File: src/rtl/adder_pkg.sv
// Shared definitions for the pipelined adder/comparator.
// Provides the opcode and flagMode encodings and the function that turns
// the propagated compare results (eq, ltu, lts) into the selected flag.
package adder_pkg;

    localparam int unsigned OPCODE_W = 2;
    localparam int unsigned FLAG_W   = 4;

    // Opcodes; 2'b01 is also treated as a plain add
    localparam logic [OPCODE_W-1:0] ADD  = 2'b00;
    localparam logic [OPCODE_W-1:0] ADDC = 2'b10;
    localparam logic [OPCODE_W-1:0] SUB  = 2'b11;

    // Compare selects
    localparam logic [FLAG_W-1:0] FLAG_EQ  = 4'b0000;
    localparam logic [FLAG_W-1:0] FLAG_NE  = 4'b0001;
    localparam logic [FLAG_W-1:0] FLAG_GTU = 4'b0010;
    localparam logic [FLAG_W-1:0] FLAG_GEU = 4'b0011;
    localparam logic [FLAG_W-1:0] FLAG_LTU = 4'b0100;
    localparam logic [FLAG_W-1:0] FLAG_LEU = 4'b0101;
    localparam logic [FLAG_W-1:0] FLAG_GTS = 4'b1010;
    localparam logic [FLAG_W-1:0] FLAG_GES = 4'b1011;
    localparam logic [FLAG_W-1:0] FLAG_LTS = 4'b1100;
    localparam logic [FLAG_W-1:0] FLAG_LES = 4'b1101;

    // Select one compare outcome; unlisted modes pass the captured flagIn through
    function automatic logic flag_decode(
        input logic [FLAG_W-1:0] mode,
        input logic              eq,
        input logic              ltu,
        input logic              lts,
        input logic              pass
    );
        logic flag;
        flag = pass;
        case (mode)
            FLAG_EQ:  flag = eq;
            FLAG_NE:  flag = ~eq;
            FLAG_GTU: flag = ~ltu & ~eq;
            FLAG_GEU: flag = ~ltu;
            FLAG_LTU: flag = ltu;
            FLAG_LEU: flag = ltu | eq;
            FLAG_GTS: flag = ~lts & ~eq;
            FLAG_GES: flag = ~lts;
            FLAG_LTS: flag = lts;
            FLAG_LES: flag = lts | eq;
            default:  flag = pass;
        endcase
        return flag;
    endfunction

endpackage

File: src/rtl/adder_segment.sv
// One carry segment of the pipelined adder (combinational).
// Ports:
//   a, b    - operand segments (b is the original, un-inverted operand)
//   beff    - effective B segment fed to the adder
//   cin     - carry into this segment
//   sum     - segment sum, cout - carry out of the segment
//   segEq   - a == b, segLtu - a < b unsigned
//   segLts  - a < b signed in the top segment, same as segLtu elsewhere
module adder_segment #(
    parameter int unsigned SEG = 16,
    parameter bit          TOP = 1'b0
) (
    input  logic [SEG-1:0] a,
    input  logic [SEG-1:0] b,
    input  logic [SEG-1:0] beff,
    input  logic           cin,
    output logic [SEG-1:0] sum,
    output logic           cout,
    output logic           segEq,
    output logic           segLtu,
    output logic           segLts
);

    assign {cout, sum} = {1'b0, a} + {1'b0, beff} + {{SEG{1'b0}}, cin};
    assign segEq       = (a == b);
    assign segLtu      = (a < b);

    // Only the most significant segment carries a sign bit
    if (TOP) begin : g_signed
        assign segLts = ($signed(a) < $signed(b));
    end else begin : g_unsigned
        assign segLts = segLtu;
    end

endmodule

File: src/rtl/pipelined_adder.sv
// Pipelined add / add-with-carry / subtract with compare flags.
// The WIDTH-bit datapath is cut into STAGES carry segments, one per clock.
// Ports:
//   clock, reset (sync, active-high)
//   validIn, stall, flush         - pipeline handshake
//   opcode, flagMode, flagIn, carryIn, operantA, operantB - operation
//   validOut, result, carryOut, overflowOut, flagOut       - registered result
module pipelined_adder
    import adder_pkg::*;
#(
    parameter int unsigned WIDTH  = 32,
    parameter int unsigned STAGES = 2
) (
    input  logic                clock,
    input  logic                reset,
    input  logic                validIn,
    input  logic                stall,
    input  logic                flush,
    input  logic [OPCODE_W-1:0] opcode,
    input  logic [FLAG_W-1:0]   flagMode,
    input  logic                flagIn,
    input  logic                carryIn,
    input  logic [WIDTH-1:0]    operantA,
    input  logic [WIDTH-1:0]    operantB,
    output logic                validOut,
    output logic [WIDTH-1:0]    result,
    output logic                carryOut,
    output logic                overflowOut,
    output logic                flagOut
);

    localparam int unsigned SEG = WIDTH / STAGES;

    // Entry decode: subtract is A + ~B + 1
    logic [WIDTH-1:0] beff_in;
    logic             cin_in;

    assign beff_in = (opcode == SUB) ? ~operantB : operantB;
    assign cin_in  = (opcode == SUB) | ((opcode == ADDC) & carryIn);

    for (genvar k = 0; k < STAGES; k++) begin : g_stage
        // LO: bits finished by earlier stages; UP: bits still waiting after this one
        localparam int unsigned LO = k * SEG;
        localparam int unsigned UP = WIDTH - (k + 1) * SEG;

        logic [SEG-1:0]    a_s, b_s, beff_s, sum;
        logic              cin_s, eq_lo, ltu_lo, lts_lo, v_s, fi_s;
        logic [FLAG_W-1:0] fm_s;
        logic              cout, seg_eq, seg_ltu, seg_lts;
        logic              eq_n, ltu_n, lts_n;

        // Stage inputs: the ports for the first stage, the skew registers otherwise
        if (k == 0) begin : g_in
            assign a_s    = operantA[SEG-1:0];
            assign b_s    = operantB[SEG-1:0];
            assign beff_s = beff_in[SEG-1:0];
            assign cin_s  = cin_in;
            assign eq_lo  = 1'b1;
            assign ltu_lo = 1'b0;
            assign lts_lo = 1'b0;
            assign v_s    = validIn;
            assign fm_s   = flagMode;
            assign fi_s   = flagIn;
        end else begin : g_in
            assign a_s    = g_stage[k-1].g_mid.a_r[SEG-1:0];
            assign b_s    = g_stage[k-1].g_mid.b_r[SEG-1:0];
            assign beff_s = g_stage[k-1].g_mid.beff_r[SEG-1:0];
            assign cin_s  = g_stage[k-1].g_mid.c_r;
            assign eq_lo  = g_stage[k-1].g_mid.eq_r;
            assign ltu_lo = g_stage[k-1].g_mid.ltu_r;
            assign lts_lo = g_stage[k-1].g_mid.lts_r;
            assign v_s    = g_stage[k-1].g_mid.v_r;
            assign fm_s   = g_stage[k-1].g_mid.fm_r;
            assign fi_s   = g_stage[k-1].g_mid.fi_r;
        end

        adder_segment #(
            .SEG (SEG),
            .TOP (k == STAGES - 1)
        ) u_seg (
            .a      (a_s),
            .b      (b_s),
            .beff   (beff_s),
            .cin    (cin_s),
            .sum    (sum),
            .cout   (cout),
            .segEq  (seg_eq),
            .segLtu (seg_ltu),
            .segLts (seg_lts)
        );

        // Compare merge: a higher segment decides unless it is equal
        assign eq_n  = seg_eq & eq_lo;
        assign ltu_n = seg_ltu | (seg_eq & ltu_lo);
        assign lts_n = seg_lts | (seg_eq & lts_lo);

        if (k < STAGES - 1) begin : g_mid
            logic [UP-1:0]     a_r, b_r, beff_r;
            logic [UP-1:0]     a_up, b_up, beff_up;
            logic [LO+SEG-1:0] res_r, res_n;
            logic              v_r, c_r, eq_r, ltu_r, lts_r, fi_r;
            logic [FLAG_W-1:0] fm_r;

            if (k == 0) begin : g_src
                assign a_up    = operantA[WIDTH-1:SEG];
                assign b_up    = operantB[WIDTH-1:SEG];
                assign beff_up = beff_in[WIDTH-1:SEG];
                assign res_n   = sum;
            end else begin : g_src
                assign a_up    = g_stage[k-1].g_mid.a_r[WIDTH-LO-1:SEG];
                assign b_up    = g_stage[k-1].g_mid.b_r[WIDTH-LO-1:SEG];
                assign beff_up = g_stage[k-1].g_mid.beff_r[WIDTH-LO-1:SEG];
                assign res_n   = {sum, g_stage[k-1].g_mid.res_r};
            end

            // Skew and partial-result register; flush clears valid even under stall
            always_ff @(posedge clock) begin
                if (reset) begin
                    v_r    <= 1'b0;
                    a_r    <= '0;
                    b_r    <= '0;
                    beff_r <= '0;
                    res_r  <= '0;
                    c_r    <= 1'b0;
                    eq_r   <= 1'b0;
                    ltu_r  <= 1'b0;
                    lts_r  <= 1'b0;
                    fm_r   <= '0;
                    fi_r   <= 1'b0;
                end else begin
                    if (flush) begin
                        v_r <= 1'b0;
                    end else if (!stall) begin
                        v_r <= v_s;
                    end
                    if (!stall) begin
                        a_r    <= a_up;
                        b_r    <= b_up;
                        beff_r <= beff_up;
                        res_r  <= res_n;
                        c_r    <= cout;
                        eq_r   <= eq_n;
                        ltu_r  <= ltu_n;
                        lts_r  <= lts_n;
                        fm_r   <= fm_s;
                        fi_r   <= fi_s;
                    end
                end
            end
        end else begin : g_last
            logic [WIDTH-1:0] res_full;
            logic             ovf;

            if (k == 0) begin : g_res
                assign res_full = sum;
            end else begin : g_res
                assign res_full = {sum, g_stage[k-1].g_mid.res_r};
            end

            // Signed overflow: operands agree in sign, result does not
            assign ovf = (a_s[SEG-1] == beff_s[SEG-1]) & (sum[SEG-1] != a_s[SEG-1]);

            // Output register
            always_ff @(posedge clock) begin
                if (reset) begin
                    validOut    <= 1'b0;
                    result      <= '0;
                    carryOut    <= 1'b0;
                    overflowOut <= 1'b0;
                    flagOut     <= 1'b0;
                end else begin
                    if (flush) begin
                        validOut <= 1'b0;
                    end else if (!stall) begin
                        validOut <= v_s;
                    end
                    if (!stall) begin
                        result      <= res_full;
                        carryOut    <= cout;
                        overflowOut <= ovf;
                        flagOut     <= flag_decode(fm_s, eq_n, ltu_n, lts_n, fi_s);
                    end
                end
            end
        end
    end

endmodule

File: config.mk
export PLATFORM = sky130hd
export DESIGN_NAME = pipelined_adder
export DESIGN_NICKNAME = d
export VERILOG_FILES = /design/src/rtl/adder_pkg.sv /design/src/rtl/adder_segment.sv /design/src/rtl/pipelined_adder.sv
export SDC_FILE = /design/constraint.sdc
export NUM_CORES = 1
export LEC_CHECK = 0
export CELL_PAD_IN_SITES_DETAIL_PLACEMENT = 0
export CELL_PAD_IN_SITES_GLOBAL_PLACEMENT = 1
export CORE_MARGIN = 4
export CORE_UTILIZATION = 40
export CTS_CLUSTER_SIZE = 20
export DETAILED_ROUTE_END_ITERATION = 6
export GPL_TIMING_DRIVEN = 0
export PLACE_DENSITY_LB_ADDON = 0.1
export SLEW_MARGIN = 20
export SYNTH_ARGS = -nofsm -noshare
export SYNTH_HDL_FRONTEND = slang
export SYNTH_HIERARCHICAL = 1
export SYNTH_SLANG_ARGS = --single-unit
export TNS_END_PERCENT = 5
File: constraint.sdc
create_clock -name clock -period 3.4 [get_ports clock]
set_input_delay 0.51 -clock clock [delete_from_list [all_inputs] [get_ports clock]]
set_output_delay 0.51 -clock clock [all_outputs]
set_load 0.01 [all_outputs]
==> impl_metrics.env, run 1 <==
export IMPL_run_status="finished, final reports clean"
export IMPL_hpwl_um=14390
export IMPL_layout_cells_non_filler=1085
export IMPL_grt_overflow_total=0
export IMPL_worst_r2r_setup_slack_ns=0.49
export IMPL_chipHeight_um=137.8
export IMPL_final_period_utilization_pct=95.62
export IMPL_synth_edf_count=0
export IMPL_avgSynthCellArea_sq_um=9.124
export IMPL_viasPerCell=5.139
export IMPL_final_setup_violations=0
export IMPL_ys_seq_area_share_pct=32.66
export IMPL_mappedNetlistArea_sq_mm=0.006743
export IMPL_first_pass_iters=4
export IMPL_r2r_start="g_stage[0].g_mid.a_r[0]"
export IMPL_tightest_slew_ns=0.9089
export IMPL_synth_ff_latch_count=110
export IMPL_grt_util_met1_pct=21.39
export IMPL_rows=47
export IMPL_track_usage_pct=18.80
export IMPL_floorplan_die_width_um=137.8
export IMPL_vias_in_the_first_global_route=5722
export IMPL_grt_max_degree=19
export IMPL_grt_met2_usage_pct=34.90
export IMPL_irDropWorstVdd_mv=0.2511
export IMPL_clock_tree_root_cell="clkbuf_16"
export IMPL_worst_slew_margin_rel_pct=39.25
export IMPL_dr_first_iter_drc_count=180
export IMPL_insertion_delay_ns=0.36
export IMPL_synth_ff_type="dfxtp_1"
export IMPL_finish_net_count=1003
export IMPL_detail_route_antenna_nets=0
export IMPL_syn_instance_count=739
export IMPL_dr_drc_count=0
export IMPL_holdCritPathClass="in -> reg"
export IMPL_path_max_fanout=10
export IMPL_hold_start="reset"
export IMPL_synth_net_count=882
export IMPL_tritoncts_num_buffers=9
export IMPL_globalRoute_busiestLayer="met2"
export IMPL_share_of_cells_above_drive_strength_1_pct=6.821
export IMPL_synth_async_reset_ratio_pct=0
export IMPL_initial_utilization_pct=40.80
export IMPL_ys_warnings_count=6
export IMPL_finalCriticalPeriod_ns=3.251
export IMPL_crit_start_category="input port"
export IMPL_clk_path_buf_depth=2
export IMPL_floorplan_io_pins=113
export IMPL_drv_max_cap_violation_count=0
export IMPL_post_drt_wl_per_cell_um=16.23
export IMPL_tritoncts="done"
export IMPL_area_added_between_synthesis_and_finish_pct=25.07
export IMPL_worst_setup_path_end_kind="flip-flop"
export IMPL_grt_antenna_before_repair=0
export IMPL_htreeDepth=3
export IMPL_grt_setup_unrepaired="yes"
export IMPL_mostFrequentLayoutCell="nor2_1"
export IMPL_place_inst=1069
export IMPL_min_delay_path_depth=2
export IMPL_worstRegToRegCells=10
export IMPL_grtUsageMet3_pct=2.849
export IMPL_hold_path_endpoint="flagOut"
export IMPL_final_hold_vios=0
export IMPL_final_setup_skew_ns=0.007818
export IMPL_post_cts_setup_buffer_count=0
export IMPL_timing_limited_maximum_frequency_ghz=0.3076
export IMPL_numPortBuffers=110
export IMPL_worst_ep_arrival_time_ns=3.48
export IMPL_powerDensity_mw_per_mm2=412.1
export IMPL_route_final_wire_length_um=17610
export IMPL_core_region_area_sq_mm=0.01652
export IMPL_r2r_end="result[30]"
export IMPL_synth_lib_cells_used_distinct=66
export IMPL_cts_sinks=110
export IMPL_mostFrequentLayoutCells="nor2_1 (130), dfxtp_1 (110), clkdlybuf4s50_1 (110), mux2i_1 (109), ha_1 (62)"
export IMPL_cp_data_required_time_ns=3.63
export IMPL_finalMaxSlewViolations=0
export IMPL_place_congestion=0.8793
export IMPL_dieArea_sq_mm=0.01900
export IMPL_global_route_wire_length_before_repair_um=27780
export IMPL_fin_worst_hold_slack_ns=0.4094
export IMPL_static_leakage_power_nw=3.758
export IMPL_tns_ns=0
export IMPL_path_clk_slew_ns=0.08
export IMPL_routed_via_count=5576
export IMPL_antenna_cells_inserted=0
export IMPL_setup_worst_path_class="in -> reg"
export IMPL_layout_core_utilization_pct=51.03
how the worst max path moves through the flow:
stage | start | endpoint
6_report | opcode[0] | g_stage[0].g_mid.c_r
5_1_grt | opcode[0] | g_stage[0].g_mid.res_r[10]
4_1_cts | opcode[0] | g_stage[0].g_mid.c_r
3_5_place_dp | opcode[0] | g_stage[0].g_mid.c_r
3_3_place_gp | opcode[0] | g_stage[0].g_mid.c_r
2_1_floorplan | opcode[0] | g_stage[0].g_mid.c_r
registers in the layout, summed over array words and instances, names as in the netlist, 4 cells and up:
name / flops
g_stage.g_mid.fm_r: 4
g_stage.g_mid.a_r: 16
g_stage.g_mid.res_r: 16
g_stage.g_mid.b_r: 16
result: 32
g_stage.g_mid.beff_r: 16
metrics by stage:
stage / power (mW) / cell area [sq um] / setup WS, ns
after floorplan: 2.137 / 6743 / 0.3118
after global placement: 2.467 / 8119 / -0.6091
after detailed placement: 2.492 / 8120 / -0.6483
after CTS: 3.522 / 8431 / 0.03484
after global routing: 3.673 / 8433 / -0.0001410
final: 3.475 / 8433 / 0.1490
synthesized netlist by cell type (6+ instances only):
master    instances  area share [%]
nor2_1          130             7.2
nand2_1          23             1.3
ha_1             62              12
o21ai_0          14             1.0
nand3_1           7            0.52
inv_1            41             2.3
nand4_1          12             1.1
nor3_1            7            0.52
mux2i_1         109              16
nand2b_1          6            0.56
dfxtp_1         110              33
clkbuf_1         11            0.61
buf_2            16             1.2
a21o_1           17             1.9
a21oi_1          33             2.4
xor2_1            9             1.2
xnor2_1          46             6.0
power by group:
group	total (mW)	switching, mW	internal, mW
clock	1.01	0.490	0.521
sequential	1.46	0.0694	1.39
combinational	1.00	0.505	0.495
critical path, cell delays in order:
cell	delay, ns
clkdlybuf4s50_1	0.52
nand2_4	0.11
buf_6	0.18
xnor2_1	0.16
fa_2	0.38
fa_2	0.36
a21o_1	0.22
a31oi_4	0.21
o211ai_2	0.12
a311o_1	0.30
a21o_1	0.21
mux2i_1	0.13
nor2_1	0.05
cell families after synthesis:
family	Yosys count	share of synthesized area [%]
buffers and inverters	75	5.363
xor gates and xnor gates	55	7.144
and+or+nand+nor	211	14.01
AOI/OAI and AO/OA	111	11.39
DFF	110	32.66
muxes	111	16.74
adders and majority gates	66	12.69
metal layers:
layer / routed length, um / vias to the layer above
li1: - / 2808
met1: 7345 / 2632
met2: 9114 / 110
met3: 742 / 26
met4: 406 / 0
met5: 0 / -
final cells by class:
type                       instances  area (sq um)
buffer                            34         214.0
clock buffer                      10         239.0
clock inverter                     6         46.29
fill                            1530          8092
inverter                          41         153.9
multi-input combinational        554          4202
sequential                       110          2202
tap                              220         275.3
timing repair buffer             110          1101
repair_timing:
item	CTS	global route
pin swaps	1	2
gates resized for setup	6	1
endpoints found under the setup margin	7	3
hold buffers	0	0
hold endpoints to repair	0	0
No activity file was read; power rests on OpenSTA's default activity.
==> run 2, diff against run 1 <==
--- a/config.mk
+++ b/config.mk
@@ -12,6 +12,7 @@
 export CTS_CLUSTER_SIZE = 20
 export DETAILED_ROUTE_END_ITERATION = 6
 export GPL_TIMING_DRIVEN = 0
+export HOLD_SLACK_MARGIN = 0.03
 export PLACE_DENSITY_LB_ADDON = 0.1
 export SLEW_MARGIN = 20
 export SYNTH_ARGS = -nofsm -noshare
==> results of run 2 <==
Same layout as run 1: the final DEF is identical, and so are final timing and power.
